===== src/rtl/seq_scan_ctrl.sv =====
// Serial pattern scanner: shifts a captured word out MSB-first and counts
// (possibly overlapping) occurrences of a captured bit pattern.
module seq_scan_ctrl #(
  parameter int WORD_W = 8,
  parameter int PAT_W  = 4
) (
  input  logic                      clk,
  input  logic                      rst,
  input  logic                      start,
  input  logic [WORD_W-1:0]         data_in,
  input  logic [PAT_W-1:0]          pattern,
  output logic                      b,
  output logic                      busy,
  output logic                      hit,
  output logic                      done,
  output logic [$clog2(WORD_W):0]   match_cnt,
  output logic [2:0]                debug
);

  localparam int CNT_W = $clog2(WORD_W);
  localparam int MC_W  = CNT_W + 1;
  localparam logic [CNT_W-1:0] LastBit  = CNT_W'(WORD_W - 1);
  localparam logic [CNT_W-1:0] FirstWin = CNT_W'(PAT_W - 1);
  localparam logic [CNT_W-1:0] NextBase = CNT_W'(WORD_W - 2);

  typedef enum logic [2:0] {
    StIdle  = 3'b000,
    StShift = 3'b001,
    StDone  = 3'b010
  } state_e;

  state_e              r_state;
  logic [WORD_W-1:0]   r_data;
  logic [PAT_W-1:0]    r_pat;
  logic [CNT_W-1:0]    r_bcnt;
  logic [PAT_W-2:0]    r_hist;
  logic [MC_W-1:0]     r_mcnt;
  logic                r_b;
  logic                r_hit;

  logic [PAT_W-1:0]    w_window;
  logic [CNT_W-1:0]    w_next_idx;
  logic                w_match;

  assign w_window   = {r_hist, r_b};
  // Index of the bit presented in the next SHIFT cycle.
  assign w_next_idx = NextBase - r_bcnt;
  assign w_match    = (r_state == StShift) && (r_bcnt >= FirstWin) && (w_window == r_pat);

  always_ff @(posedge clk) begin
    if (rst) begin
      r_state <= StIdle;
      r_data  <= '0;
      r_pat   <= '0;
      r_bcnt  <= '0;
      r_hist  <= '0;
      r_mcnt  <= '0;
      r_b     <= 1'b0;
      r_hit   <= 1'b0;
    end else begin
      r_hit <= 1'b0;
      case (r_state)
        StIdle: begin
          if (start) begin
            r_data  <= data_in;
            r_pat   <= pattern;
            r_bcnt  <= '0;
            r_hist  <= '0;
            r_mcnt  <= '0;
            r_b     <= data_in[WORD_W-1];
            r_state <= StShift;
          end
        end
        StShift: begin
          r_hist <= w_window[PAT_W-2:0];
          if (w_match) begin
            r_hit  <= 1'b1;
            r_mcnt <= r_mcnt + MC_W'(1);
          end
          if (r_bcnt == LastBit) begin
            r_b     <= 1'b0;
            r_state <= StDone;
          end else begin
            r_b    <= r_data[w_next_idx];
            r_bcnt <= r_bcnt + CNT_W'(1);
          end
        end
        StDone: begin
          r_state <= StIdle;
        end
        default: begin
          r_b     <= 1'b0;
          r_state <= StIdle;
        end
      endcase
    end
  end

  assign b         = r_b;
  assign busy      = (r_state == StShift);
  assign done      = (r_state == StDone);
  assign hit       = r_hit;
  assign match_cnt = r_mcnt;
  assign debug     = r_state;

endmodule


===== config.mk =====
export PLATFORM = sky130hd
export DESIGN_NAME = seq_scan_ctrl
export DESIGN_NICKNAME = d
export VERILOG_FILES = /design/src/rtl/seq_scan_ctrl.sv
export SDC_FILE = /design/constraint.sdc
export NUM_CORES = 1
export LEC_CHECK = 0
export CAP_MARGIN = 15
export CORE_ASPECT_RATIO = 1.75
export CORE_MARGIN = 3
export CORE_UTILIZATION = 35
export DETAILED_ROUTE_END_ITERATION = 12
export GPL_ROUTABILITY_DRIVEN = 0
export PLACE_DENSITY = 0.67
export SYNTH_ARGS = -nofsm -noshare
export SYNTH_HDL_FRONTEND = slang
export SYNTH_SLANG_ARGS = --single-unit

===== constraint.sdc =====
create_clock -name clk -period 3.71 [get_ports clk]
set_input_delay 0.742 -clock clk [delete_from_list [all_inputs] [get_ports clk]]
set_output_delay 0.742 -clock clk [all_outputs]
set_load 0.005 [all_outputs]

; Word level (Yosys, flattened, before mapping)
; Cells that the tools add are included.
[classes]
add_sub_neg = 3
order_cmp = 2
eq_ne = 8
mux = 16
n_bitwise = 2
n_reduce_logical = 11
[op_table]
columns = op, n
row1 = $pmux W3 S2, 3
row2 = $mux W3, 4
row3 = $mux W4, 2
row4 = $pmux W4 S2, 1
row5 = $reduce_and A2 Y1, 4
row6 = $reduce_and A3 Y1, 2
row7 = $add A4 B1 Y4 const B, 1
row8 = $eq A4 B4 Y1, 1
row9 = $lt A3 B4 Y1 const B, 1
row10 = $mux W1, 4
row11 = $ne A2 B1 Y1 const B, 2
row12 = $ne A2 B2 Y1 const B, 2
row13 = $add A3 B1 Y3 const B, 1
row14 = $bmux W1 S3, 1
row15 = $eq A3 B1 Y1 const B, 1
row16 = $eq A3 B2 Y1 const B, 1
row17 = $eq A3 B3 Y1 const B, 1
row18 = $ge A3 B2 Y1 const B, 1
row19 = $logic_not A3 Y1, 1
row20 = $pmux W1 S3, 1
row21 = $sub A3 B3 Y3 const A, 1
row22 = $logic_and A1 B1 Y1, 2
row23 = $not A1 Y1, 2
row24 = $reduce_bool A2 Y1, 1
row25 = $reduce_or A2 Y1, 1
[word_totals]
reg_bits = 27
out_inout_bits = 11

; Depth between registers and ports, before layout
; Gate-level depths: netlist of the first run.
[depth]
ltp_word = 5
mapped_depth = 6
depth_no_buf = 6

; Worst setup path after synthesis of the first run
; Ideal clock, no wire load.
[synth_path]
path_kind = register to register
startpoint = register r_bcnt[0]
endpoint = register r_mcnt[3] (netlist: match_cnt[3])
arrival_time_ns = 1.573
t_required_ns = 3.640
path_slack_ns = 2.067
path_stages_with_launch = 7
n_path_buf = 0
cell_sequence = dfxtp_1 ha_1 ha_1 a211o_1 nand4_2 or4_1 a21boi_1
[synth_between]
elab_chain_cells = 5
[synth_rtl]
columns = item, line_no
row1 = from (decl), 35  ; logic [CNT_W-1:0] r_bcnt;
row2 = from (signal assigned), 85  ; r_bcnt <= r_bcnt + CNT_W'(1);
row3 = $ge A3 B2 Y1, 48  ; assign w_match = (r_state == StShift) && (r_bcnt >= FirstWin) && (w_window == r_pat);
row4 = $logic_and A1 B1 Y1 (2 in a row), 48
row5 = $ne A2 B1 Y1 (no line), n/a
row6 = $reduce_and A3 Y1 (no line), n/a
row7 = to (signal assigned), 78  ; r_mcnt <= r_mcnt + MC_W'(1);
row8 = to (decl), 37  ; logic [MC_W-1:0] r_mcnt;
; No other way between the ends.
; A chain may end at the register's enable or synchronous reset.

; Worst setup path in the final report of the first run
[layout_path]
startpoint = register r_state[0] (netlist: debug[0])
endpoint = output busy
[layout_between]
elab_chain_cells = 1
[layout_rtl]
columns = item, line_no
row1 = from (decl), 32  ; state_e r_state;
row2 = from (signal assigned), 52  ; r_state <= StIdle;
row3 = from (signal assigned), 71  ; r_state <= StShift;
row4 = from (signal assigned), 82  ; r_state <= StDone;
row5 = $eq A3 B1 Y1, 100  ; assign busy = (r_state == StShift);
row6 = to (decl), 13  ; output logic busy,
; No other way between the ends.

==> run summary, run 1 <==
STATUS
--------------------------------------------------------------------------------------------
Outcome                                                                            completed

PLACE
--------------------------------------------------------------------------------------------
Area of placed instances                                                            1466 um2
Detailed-placement wirelength estimate                                               1818 um
Number of port buffers                                                                    24

CRITICAL PATH
--------------------------------------------------------------------------------------------
Required time at the worst-slack endpoint                                            2.97 ns
Capture point of the worst reg-to-reg path                                      match_cnt[3]$_SDFFE_PP0P_
Reg2Reg Launch Point                                                            r_bcnt[0]$_SDFFE_PP0P_
WP data arrival                                                                      1.45 ns
Worst Setup Path Type                                                           flip-flop to output pin
Worst-case register-to-register setup slack                                          1.83 ns
CP max FO                                                                                  8
Worst reg-to-reg path cell count                                                           6
Critical Path End Type                                                            output pin
Startpoint type of the worst setup path                                            flip-flop

DRT
--------------------------------------------------------------------------------------------
Iteration-0 DRC count of the detailed router                                              11
Routed via count                                                                         988
Via density                                                                            5.093
Detailed-routing iteration count for the pre-antenna-repair pass                           4
Mean routed wirelength per cell                                                     12.31 um
Number of nets still failing antenna checks after routing                                  0
Post-detailed-route DRC marker count                                                       0
Final Routed Wirelength                                                              2389 um

WORST HOLD PATH
--------------------------------------------------------------------------------------------
Min-Delay Endpoint                                                              r_data[5]$_SDFFE_PP0P_
Worst hold path stage count                                                                2
Worst hold path type                                                            flip-flop to flip-flop
Worst min-delay path startpoint                                                 r_data[5]$_SDFFE_PP0P_

SYNTH
--------------------------------------------------------------------------------------------
Count of flip-flops with a built-in enable after synthesis                                 0
Proportion of synthesized chip area in sequential cells                               0.4365
Library cell with the largest summed area after synthesis                       sky130_fd_sc_hd__dfxtp_1
Cell count after synthesis                                                               129
Number of nets in the synthesized netlist                                                149
Post-synthesis area per instance                                                   9.243 um2
Most numerous cell in the Yosys netlist                                         sky130_fd_sc_hd__dfxtp_1
Adder and majority cell fraction of the synthesized area                             0.05247
Most numerous cell types in the synthesized netlist                             sky130_fd_sc_hd__dfxtp_1, sky130_fd_sc_hd__nand2_1, sky130_fd_sc_hd__a21oi_1
Number of flip-flops and latches in the synthesized netlist                               26
Top-area cell type share of the netlist area                                          0.4365
Mux contribution to synthesized area                                                 0.06611
Basic-gate share of the synthesized area counting and, or, nand and nor cells         0.2183
Asr flop ratio synth                                                                       0
Dominant combinational cell family by area after synthesis                      simple AND/OR/NAND/NOR gates
Fraction of the mapped netlist area in compound gates                                 0.1438
Number of library cell types mapped by synthesis                                          38
Top area cells in the synthesized netlist                                       sky130_fd_sc_hd__dfxtp_1, sky130_fd_sc_hd__nand2_1, sky130_fd_sc_hd__a21oi_1, sky130_fd_sc_hd__ha_1, sky130_fd_sc_hd__nor2_1
Mapped Area                                                                         1192 um2
Xor/xnor share of the synthesized area                                               0.04302
Top flip-flop cell by instance count after synthesis                            sky130_fd_sc_hd__dfxtp_1
Number of warning messages in the yosys log                                                0

CLOCKING
--------------------------------------------------------------------------------------------
Clock root buffer                                                               sky130_fd_sc_hd__clkbuf_8
CTS clock-pin slew for the worst setup and hold paths                                0.08 ns
Clock insertion delay at the later pin of the skew report                            0.27 ns
Postcts setup bufs                                                                         0
Clock tree from TritonCTS                                                                yes
Clock Sinks                                                                               26
Number of buffers inserted by hold repair at cts                                           0
Post-cts sizing count                                                                      0
Maximum clock path buffer count                                                            2
CTS buffer count                                                                           3
Number of levels the H-tree was split into                                                 1

STA
--------------------------------------------------------------------------------------------
Setup repair after global routing missed its margin                                       no
Final slew viol count                                                                      0
Number of hold-slack violations in the final timing report                                 0
Worst clock skew                                                                 0.005212 ns
Slew margin rel.                                                                      0.3861
Final setup violation count                                                                0
Maximum clock frequency                                                           0.4562 GHz
Least-Margin Pin Slew                                                              0.9179 ns
Final critical delay including setup and external delays                            2.192 ns
Final sum of negative setup slack                                                       0 ns
Final period utilization                                                              0.5909
Final-layout worst hold slack                                                      0.4606 ns

POWER AND IR DROP
--------------------------------------------------------------------------------------------
Cell area power density                                                         350.7 nW/um2
Leakage                                                                         0.0005537 uW
Worst VDD drop                                                                     0.1737 mV

LAYOUT
--------------------------------------------------------------------------------------------
Count of inserted antenna diode cells                                                      0
Proportion of layout cells with a drive suffix above 1                               0.07947
Utilization after layout                                                              0.4698
Synthesis-to-layout area growth                                                       26.44%
Total area of multi-input combinational cells                                      628.1 um2
Flip-flop and latch area                                                           520.5 um2
Layout net count                                                                         173
Design Area, Final                                                                  1508 um2
Filler cells                                                                             323

GLOBAL ROUTING
--------------------------------------------------------------------------------------------
Wire length of the first global-routing pass                                         4215 um
Residual overflow from global routing                                                      0
GRT Resource Usage Total                                                              0.1246
Via count of the first global-routing pass                                               962
Antenna violations before repair                                                           0
Pin count of the biggest net entering global routing                                      27

FLOORPLAN
--------------------------------------------------------------------------------------------
Die width                                                                           50.12 um
Number of standard-cell rows in the floorplan                                             27
Vertical die dimension                                                              83.22 um
Floorplan Core Area                                                                 3209 um2
Full die area                                                                       4171 um2
Ports placed on the boundary                                                              26
Effective utilization at floorplan                                                    0.3715

RUN
--------------------------------------------------------------------------------------------
Max Cap Viol                                                                               0

[logic make-up (layout without fill, tap and decap cells)]
group	count (synthesis)	count (layout)
mux	5	5
simple gates	51	51
xor+xnor	5	5
compound gates	27	27
fa+ha+maj	5	5
other cells	1	1
flops	26	26
buf+inv	9	31
[where the power goes]
group	total [uW]	internal, uW	switching (uW)
Clock	155	72.6	82.0
Combinational	73.9	39.0	34.9
Sequential	300	290	10.0
Total	529	402	127
[worst max-delay path by stage]
stage	to	start	cells past startpoint
after global placement	b$_SDFFE_PP0P_	rst	3
after CTS	busy	debug[0]$_SDFFE_PP0P_	3
after floorplan	match_cnt[3]$_SDFFE_PP0P_	r_bcnt[0]$_SDFFE_PP0P_	6
after global routing	busy	debug[0]$_SDFFE_PP0P_	3
final	busy	debug[0]$_SDFFE_PP0P_	3
after detailed placement	b$_SDFFE_PP0P_	rst	3
[flip-flops by register name (all words and copies together), names as in the netlist]
name       count
match_cnt      4
r_pat          4
r_data         8
hit            1
r_bcnt         3
debug          2
r_hist         3
b              1
[per-layer routing]
metal | track usage | share of wire | up-vias | wire length [um]
met4 | 0.06549 | 0.017 | 0 | 40
met2 | 0.2095 | 0.51 | 21 | 1227
met1 | 0.1441 | 0.42 | 467 | 1003
met3 | 0.02334 | 0.049 | 4 | 117
met5 | 0 | 0 | - | 0
li1 | - | - | 496 | -
[final cells by class]
| class | count | area share |
|---|---|---|
| well taps | 43 | 0.03568 |
| inverters | 3 | 0.01079 |
| flip-flops and latches | 26 | 0.3452 |
| clock buffers | 3 | 0.02739 |
| multi-input cells | 94 | 0.4166 |
| repair buffers | 25 | 0.1643 |
[cells in the final DEF, fill, tap and decap left out, types with 2 or more instances in the layout]
| cell type | n |
|---|---|
| sky130_fd_sc_hd__or4_1 | 2 |
| sky130_fd_sc_hd__a21boi_1 | 2 |
| sky130_fd_sc_hd__inv_1 | 2 |
| sky130_fd_sc_hd__a22oi_1 | 4 |
| sky130_fd_sc_hd__mux2i_1 | 3 |
| sky130_fd_sc_hd__or3_1 | 2 |
| sky130_fd_sc_hd__clkdlybuf4s50_1 | 24 |
| sky130_fd_sc_hd__dfxtp_1 | 26 |
| sky130_fd_sc_hd__nor2_1 | 10 |
| sky130_fd_sc_hd__o31ai_1 | 2 |
| sky130_fd_sc_hd__clkbuf_8 | 3 |
| sky130_fd_sc_hd__ha_1 | 5 |
| sky130_fd_sc_hd__xnor2_1 | 3 |
| sky130_fd_sc_hd__a21oi_1 | 14 |
| sky130_fd_sc_hd__nand2_1 | 24 |
| sky130_fd_sc_hd__nor3b_1 | 3 |
[worst max-delay path, cell delays in order (launching register included)]
cell                              delay, ns
sky130_fd_sc_hd__dfxtp_1               0.49
sky130_fd_sc_hd__nand2b_4              0.12
sky130_fd_sc_hd__clkinv_4              0.08
sky130_fd_sc_hd__clkdlybuf4s50_1       0.49
[through the flow]
stage	power, uW	setup slack (ns)	cells
2_1_floorplan	350.7	2.067	129
3_3_place_gp	379.5	1.326	191
3_5_place_dp	381.4	1.289	191
4_1_cts	536.3	1.500	194
5_1_grt	555.8	1.437	194
6_report	528.7	1.518	194
Power figures use the tool's default switching activity.
==> inputs of run 2 (changes only) <==
==> constraint.sdc (replaced) <==
create_clock -name clk -period 2.1 [get_ports clk]
set_input_delay 0.42 -clock clk [delete_from_list [all_inputs] [get_ports clk]]
set_output_delay 0.42 -clock clk [all_outputs]
set_load 0.005 [all_outputs]
==> run 2 against run 1 <==
Net effect: global-route usage increased by 0.59 points; critical path depth unchanged; die area unchanged; highest routed layer unchanged.
==> run summary, run 2 (synthesis results as in run 1) <==
GLOBAL ROUTING
-------------------------------------------------------------------------------
Wire length of the first global-routing pass                            4360 um   +3.4%
Via count of the first global-routing pass                                  992   +3.1%
Residual overflow from global routing                                         0   unchanged
Pin count of the biggest net entering global routing                         16   -41%
Antenna violations before repair                                              0   unchanged
GRT Resource Usage Total                                                 0.1305   +0.005921

DRT
-------------------------------------------------------------------------------
Via density                                                               4.914   -3.5%
Detailed-routing iteration count for the pre-antenna-repair pass              4   unchanged
Post-detailed-route DRC marker count                                          0   unchanged
Iteration-0 DRC count of the detailed router                                 13   +2
Routed via count                                                            968   -2.0%
Final Routed Wirelength                                                 2497 um   +4.5%
Number of nets still failing antenna checks after routing                     0   unchanged
Mean routed wirelength per cell                                        12.68 um   +2.9%

WORST HOLD PATH
-------------------------------------------------------------------------------
Worst hold path type                                               flip-flop to flip-flop

STA
-------------------------------------------------------------------------------
Setup repair after global routing missed its margin                          no
Final slew viol count                                                         0   unchanged
Final critical delay including setup and external delays               1.897 ns
Final setup violation count                                                   0   unchanged
Post-layout worst setup margin                                        0.2030 ns   -1.315 ns
Final sum of negative setup slack                                          0 ns   unchanged
Worst clock skew                                                     0.01025 ns   +0.005036 ns
Number of hold-slack violations in the final timing report                    0   unchanged
Final-layout worst hold slack                                         0.4648 ns   +0.004190 ns
Final period utilization                                                 0.9033
Maximum clock frequency                                              0.5272 GHz

CRITICAL PATH
-------------------------------------------------------------------------------
Required time at the worst-slack endpoint                               1.68 ns   -1.29 ns
WP data arrival                                                         1.48 ns   +0.03 ns
CP max FO                                                                     8   unchanged
Critical Path End Type                                               output pin
Startpoint type of the worst setup path                               flip-flop
Reg2Reg Launch Point                                               r_bcnt[1]$_SDFFE_PP0P_
Critical path destination                                                  busy
Worst reg-to-reg path cell count                                              6   unchanged
Worst Setup Path Type                                              flip-flop to output pin
Startpoint of the most critical setup path                         debug[0]$_SDFFE_PP0P_
Worst-case register-to-register setup slack                             0.33 ns   -1.50 ns
Capture point of the worst reg-to-reg path                         match_cnt[3]$_SDFFE_PP0P_

CLOCKING
-------------------------------------------------------------------------------
Number of levels the H-tree was split into                                    1   unchanged
Maximum clock path buffer count                                               2   unchanged
CTS clock-pin slew for the worst setup and hold paths                   0.10 ns   +0.02 ns
Clock Sinks                                                                  26   unchanged
Clock root buffer                                                  sky130_fd_sc_hd__clkbuf_8
Postcts setup bufs                                                            0   unchanged
CTS buffer count                                                              3   unchanged
Post-cts sizing count                                                         0   unchanged
Clock insertion delay at the later pin of the skew report               0.27 ns   about the same
Number of buffers inserted by hold repair at cts                              0   unchanged
Clock tree from TritonCTS                                                   yes

LAYOUT
-------------------------------------------------------------------------------
Largest Register                                                         r_data
Count of inserted antenna diode cells                                         0   unchanged
Most common cell after layout, fill and taps aside                 sky130_fd_sc_hd__dfxtp_1
Commonest cells after routing, fill and taps aside                 sky130_fd_sc_hd__dfxtp_1, sky130_fd_sc_hd__nand2_1, sky130_fd_sc_hd__clkdlybuf4s50_1, sky130_fd_sc_hd__a21oi_1, sky130_fd_sc_hd__nor2_1
Number of flip-flops under the largest register name                          8   unchanged
Synthesis-to-layout area growth                                          30.22%
Layout net count                                                            175   +1.2%
Proportion of layout cells with a drive suffix above 1                  0.09740   +0.01793
Utilization after layout                                                 0.4838   +0.01404

PLACE
-------------------------------------------------------------------------------
Worst Setup Slack post-DPL                                            0.2371 ns   -1.052 ns
Number of port buffers                                                       24   unchanged
Detailed-placement wirelength estimate                                  1910 um   +5.1%

FLOORPLAN
-------------------------------------------------------------------------------
Floorplan Core Area                                                    3209 um2   unchanged
Die width                                                              50.12 um   unchanged
Effective utilization at floorplan                                       0.3715   unchanged
Vertical die dimension                                                 83.22 um   unchanged
Ports placed on the boundary                                                 26   unchanged
Number of standard-cell rows in the floorplan                                27   unchanged
Full die area                                                          4171 um2   unchanged

POWER AND IR DROP
-------------------------------------------------------------------------------
Leakage                                                            0.0005779 uW   +4.4%
Worst VDD drop                                                        0.4269 mV   +150%
Overall power                                                           1079 uW   +100%
Cell area power density                                            694.8 nW/um2   +98%

RUN
-------------------------------------------------------------------------------
Max Cap Viol                                                                  0   unchanged

STATUS
-------------------------------------------------------------------------------
Outcome                                                               completed

## run 2: changes by cell type in the layout (fill, tap and decap cells not counted)
cell and delta:
sky130_fd_sc_hd__buf_4 +2, sky130_fd_sc_hd__bufinv_16 +1
## run 2: how the worst min path moves through the flow
| stage | slack, ns | from | cells after the start | to |
|---|---|---|---|---|
| after floorplan | 0.43 | r_data[3]$_SDFFE_PP0P_ | 2 | r_data[3]$_SDFFE_PP0P_ |
| after global placement | 0.44 | r_data[3]$_SDFFE_PP0P_ | 2 | r_data[3]$_SDFFE_PP0P_ |
| after detailed placement | 0.45 | r_data[2]$_SDFFE_PP0P_ | 2 | r_data[2]$_SDFFE_PP0P_ |
| after CTS | 0.47 | r_data[2]$_SDFFE_PP0P_ | 2 | r_data[2]$_SDFFE_PP0P_ |
| after global routing | 0.49 | r_data[5]$_SDFFE_PP0P_ | 2 | r_data[5]$_SDFFE_PP0P_ |
| final | 0.46 | r_data[6]$_SDFFE_PP0P_ | 2 | r_data[6]$_SDFFE_PP0P_ |
## run 2: final cells by class
type / count / area (um2)
sequential: 26 / 520.5
clock buffer: 3 / 41.29
fill: 319 / 1657
multi-input combinational: 94 / 628.1
tap: 43 / 53.80
timing repair buffer: 27 / 262.8
inverter: 3 / 16.27
clock inverter: 1 / 30.03
## run 2: per-layer routing
metal	routed length, um	global-route usage	part of all wire	up-vias
met5	0	0	0	-
met4	18	0.05290	0.0072	0
met3	93	0.02513	0.037	2
met2	1337	0.2238	0.54	17
met1	1048	0.1533	0.42	455
li1	-	-	-	494
## run 2: worst max-delay path, stage by stage, from the launching register on
cell and delay (ns):
sky130_fd_sc_hd__dfxtp_1 0.50, sky130_fd_sc_hd__nand2b_4 0.12, sky130_fd_sc_hd__clkinv_4 0.08, sky130_fd_sc_hd__clkdlybuf4s50_1 0.50
## run 2: stage by stage
| stage | area [um2] | instances |
|---|---|---|
| detailed placement | 1481 | 193 |
| finish | 1553 | 197 |
| floorplan | 1192 | 129 |
| global placement | 1481 | 193 |
| CTS | 1553 | 197 |
| global route | 1553 | 197 |
## run 2: power by group
part | leakage [uW] | switching, uW | internal (uW)
Sequential | 0.000212 | 15.8 | 513
Combinational | 0.000330 | 64.7 | 71.8
Clock | 0.0000357 | 159 | 255
Total | 0.000578 | 239 | 839
==> inputs of run 3 (changes only) <==
==> config.mk (replaced) <==
export PLATFORM = sky130hd
export DESIGN_NAME = seq_scan_ctrl
export DESIGN_NICKNAME = d
export VERILOG_FILES = /design/src/rtl/seq_scan_ctrl.sv
export SDC_FILE = /design/constraint.sdc
export NUM_CORES = 1
export LEC_CHECK = 0
export CORE_ASPECT_RATIO = 1.75
export CORE_UTILIZATION = 49
export DETAILED_ROUTE_END_ITERATION = 12
export GPL_ROUTABILITY_DRIVEN = 0
export PLACE_DENSITY = 0.86
export SYNTH_ARGS = -nofsm -noshare
export SYNTH_HDL_FRONTEND = slang
export SYNTH_SLANG_ARGS = --single-unit
==> run 3 against run 2 <==
Net effect: utilization grew 17 points; sequential share of layout area grew 0.86 points; via count grew 3.4%; non-clock buffer count is the same; setup slack gained 0.019 ns.
==> run summary, run 3 (synthesis results as in run 1) <==
STATUS
-------------------------------------------------------------------------------
Outcome                                                               completed

CLOCKING
-------------------------------------------------------------------------------
Number of buffers inserted by hold repair at cts                              0   unchanged
Clock Sinks                                                                  26   unchanged
CTS clock-pin slew for the worst setup and hold paths                   0.09 ns   about the same
Maximum clock path buffer count                                               2   unchanged
Number of levels the H-tree was split into                                    1   unchanged
Clock root buffer                                                  sky130_fd_sc_hd__clkbuf_8
Post-cts sizing count                                                         0   unchanged
Postcts setup bufs                                                            0   unchanged
Clock insertion delay at the later pin of the skew report               0.27 ns   about the same
CTS buffer count                                                              3   unchanged
Clock tree from TritonCTS                                                   yes

PLACE
-------------------------------------------------------------------------------
Number of port buffers                                                       24   unchanged
Worst Setup Slack post-DPL                                            0.1703 ns   -0.06688 ns
Detailed-placement wirelength estimate                                  1848 um   -3.2%

LAYOUT
-------------------------------------------------------------------------------
Synthesis-to-layout area growth                                          26.97%
Count of inserted antenna diode cells                                         0   unchanged
Number of flip-flops under the largest register name                          8   unchanged
Layout net count                                                            175   unchanged
Largest Register                                                         r_data
Most common cell after layout, fill and taps aside                 sky130_fd_sc_hd__dfxtp_1
Commonest cells after routing, fill and taps aside                 sky130_fd_sc_hd__dfxtp_1, sky130_fd_sc_hd__nand2_1, sky130_fd_sc_hd__clkdlybuf4s50_1, sky130_fd_sc_hd__a21oi_1, sky130_fd_sc_hd__nor2_1
Proportion of layout cells with a drive suffix above 1                  0.09740   unchanged

STA
-------------------------------------------------------------------------------
Final sum of negative setup slack                                          0 ns   unchanged
Setup repair after global routing missed its margin                          no
Final setup violation count                                                   0   unchanged
Least-Margin Pin Slew                                                 0.5207 ns
Post-layout worst setup margin                                        0.2224 ns   +0.01935 ns
Final slew viol count                                                         0   unchanged
Maximum clock frequency                                              0.5326 GHz   +1.0%
Number of hold-slack violations in the final timing report                    0   unchanged
Final-layout worst hold slack                                         0.4612 ns   -0.003620 ns
Final critical delay including setup and external delays               1.878 ns   -0.01935 ns
Final period utilization                                                 0.8941   -0.009214
Worst clock skew                                                    0.004930 ns   -0.005318 ns
Slew margin rel.                                                         0.6521

CRITICAL PATH
-------------------------------------------------------------------------------
CP max FO                                                                     7   -1
Startpoint type of the worst setup path                               flip-flop
WP data arrival                                                         1.46 ns   -0.02 ns
Worst Setup Path Type                                              flip-flop to output pin
Required time at the worst-slack endpoint                               1.68 ns   about the same
Critical Path End Type                                               output pin

DRT
-------------------------------------------------------------------------------
Post-detailed-route DRC marker count                                          0   unchanged
Mean routed wirelength per cell                                        13.65 um   +7.7%
Number of nets still failing antenna checks after routing                     0   unchanged
Iteration-0 DRC count of the detailed router                                 16   +3
Final Routed Wirelength                                                 2443 um   -2.2%
Routed via count                                                           1001   +3.4%
Detailed-routing iteration count for the pre-antenna-repair pass              4   unchanged
Via density                                                               5.592   +14%

GLOBAL ROUTING
-------------------------------------------------------------------------------
Wire length of the first global-routing pass                            3864 um   -11%
Pin count of the biggest net entering global routing                         18   +2
GRT Resource Usage Total                                                 0.2064   +0.07589
Via count of the first global-routing pass                                  918   -7.5%
Antenna violations before repair                                              0   unchanged
Residual overflow from global routing                                         0   unchanged

POWER AND IR DROP
-------------------------------------------------------------------------------
Cell area power density                                            653.4 nW/um2   -6.0%
Leakage                                                            0.0005710 uW   -1.2%
Worst VDD drop                                                        0.4564 mV   +6.9%
Overall power                                                          989.2 uW   -8.3%

FLOORPLAN
-------------------------------------------------------------------------------
Vertical die dimension                                                 67.26 um   -19%
Number of standard-cell rows in the floorplan                                23   -15%
Effective utilization at floorplan                                       0.5179   +0.1464
Floorplan Core Area                                                    2302 um2   -28%
Full die area                                                          2643 um2   -37%
Ports placed on the boundary                                                 26   unchanged
Die width                                                              39.29 um   -22%

WORST HOLD PATH
-------------------------------------------------------------------------------
Worst hold path type                                               flip-flop to flip-flop

RUN
-------------------------------------------------------------------------------
Max Cap Viol                                                                  0   unchanged

==> run 3: cell types whose count changed in the layout (fill, tap and decap cells not counted), sizes merged <==
cell,delta
clkbuf,+1
bufinv,-1
==> run 3: cell type report <==
| cell class | instances | area [um2] |
|---|---|---|
| fill | 189 | 788.3 |
| multi-input combinational | 94 | 628.1 |
| sequential | 26 | 520.5 |
| timing repair buffer | 27 | 262.8 |
| clock buffer | 4 | 55.05 |
| tap | 25 | 31.28 |
| inverter | 3 | 16.27 |
==> run 3: per-stage QoR <==
step | area [um2] | instances | utilization
floorplan | 1192 | 129 | -
global placement | 1459 | 175 | 0.6337
detailed placement | 1459 | 175 | 0.6337
CTS | 1514 | 179 | 0.6576
global route | 1514 | 179 | 0.6576
finish | 1514 | 179 | 0.6576
==> run 3: report_power, final <==
group | internal [uW] | total [uW] | leakage (uW) | switching [uW]
sequential | 513 | 529 | 0.000212 | 16.0
combinational | 71.9 | 138 | 0.000330 | 66.2
clock | 168 | 322 | 0.0000288 | 155
total | 752 | 989 | 0.000571 | 237
==> run 3: worst paths after layout <==
path | from | end | slack [ns] | depth (start not counted)
setup / recovery | debug[1]$_SDFFE_PP0P_ | busy | 0.22 | 3
hold / removal | r_data[3]$_SDFFE_PP0P_ | r_data[3]$_SDFFE_PP0P_ | 0.46 | 2
setup reg to reg | r_bcnt[1]$_SDFFE_PP0P_ | match_cnt[3]$_SDFFE_PP0P_ | 0.30 | 6
hold reg to reg | r_data[3]$_SDFFE_PP0P_ | r_data[3]$_SDFFE_PP0P_ | 0.46 | 2
==> run 3: critical path, stage by stage, from the launching register on <==
cell,delay (ns)
sky130_fd_sc_hd__dfxtp_1,0.44
sky130_fd_sc_hd__nand2b_4,0.21
sky130_fd_sc_hd__clkinv_4,0.08
sky130_fd_sc_hd__clkdlybuf4s50_1,0.45
==> run 3: routing by layer <==
layer / vias to the layer above / track usage / share of wire
met5: - / 0 / 0
met4: 0 / 0.09052 / 0.019
met3: 6 / 0.01974 / 0.023
met2: 20 / 0.3667 / 0.54
met1: 480 / 0.2379 / 0.42
li1: 495 / - / -
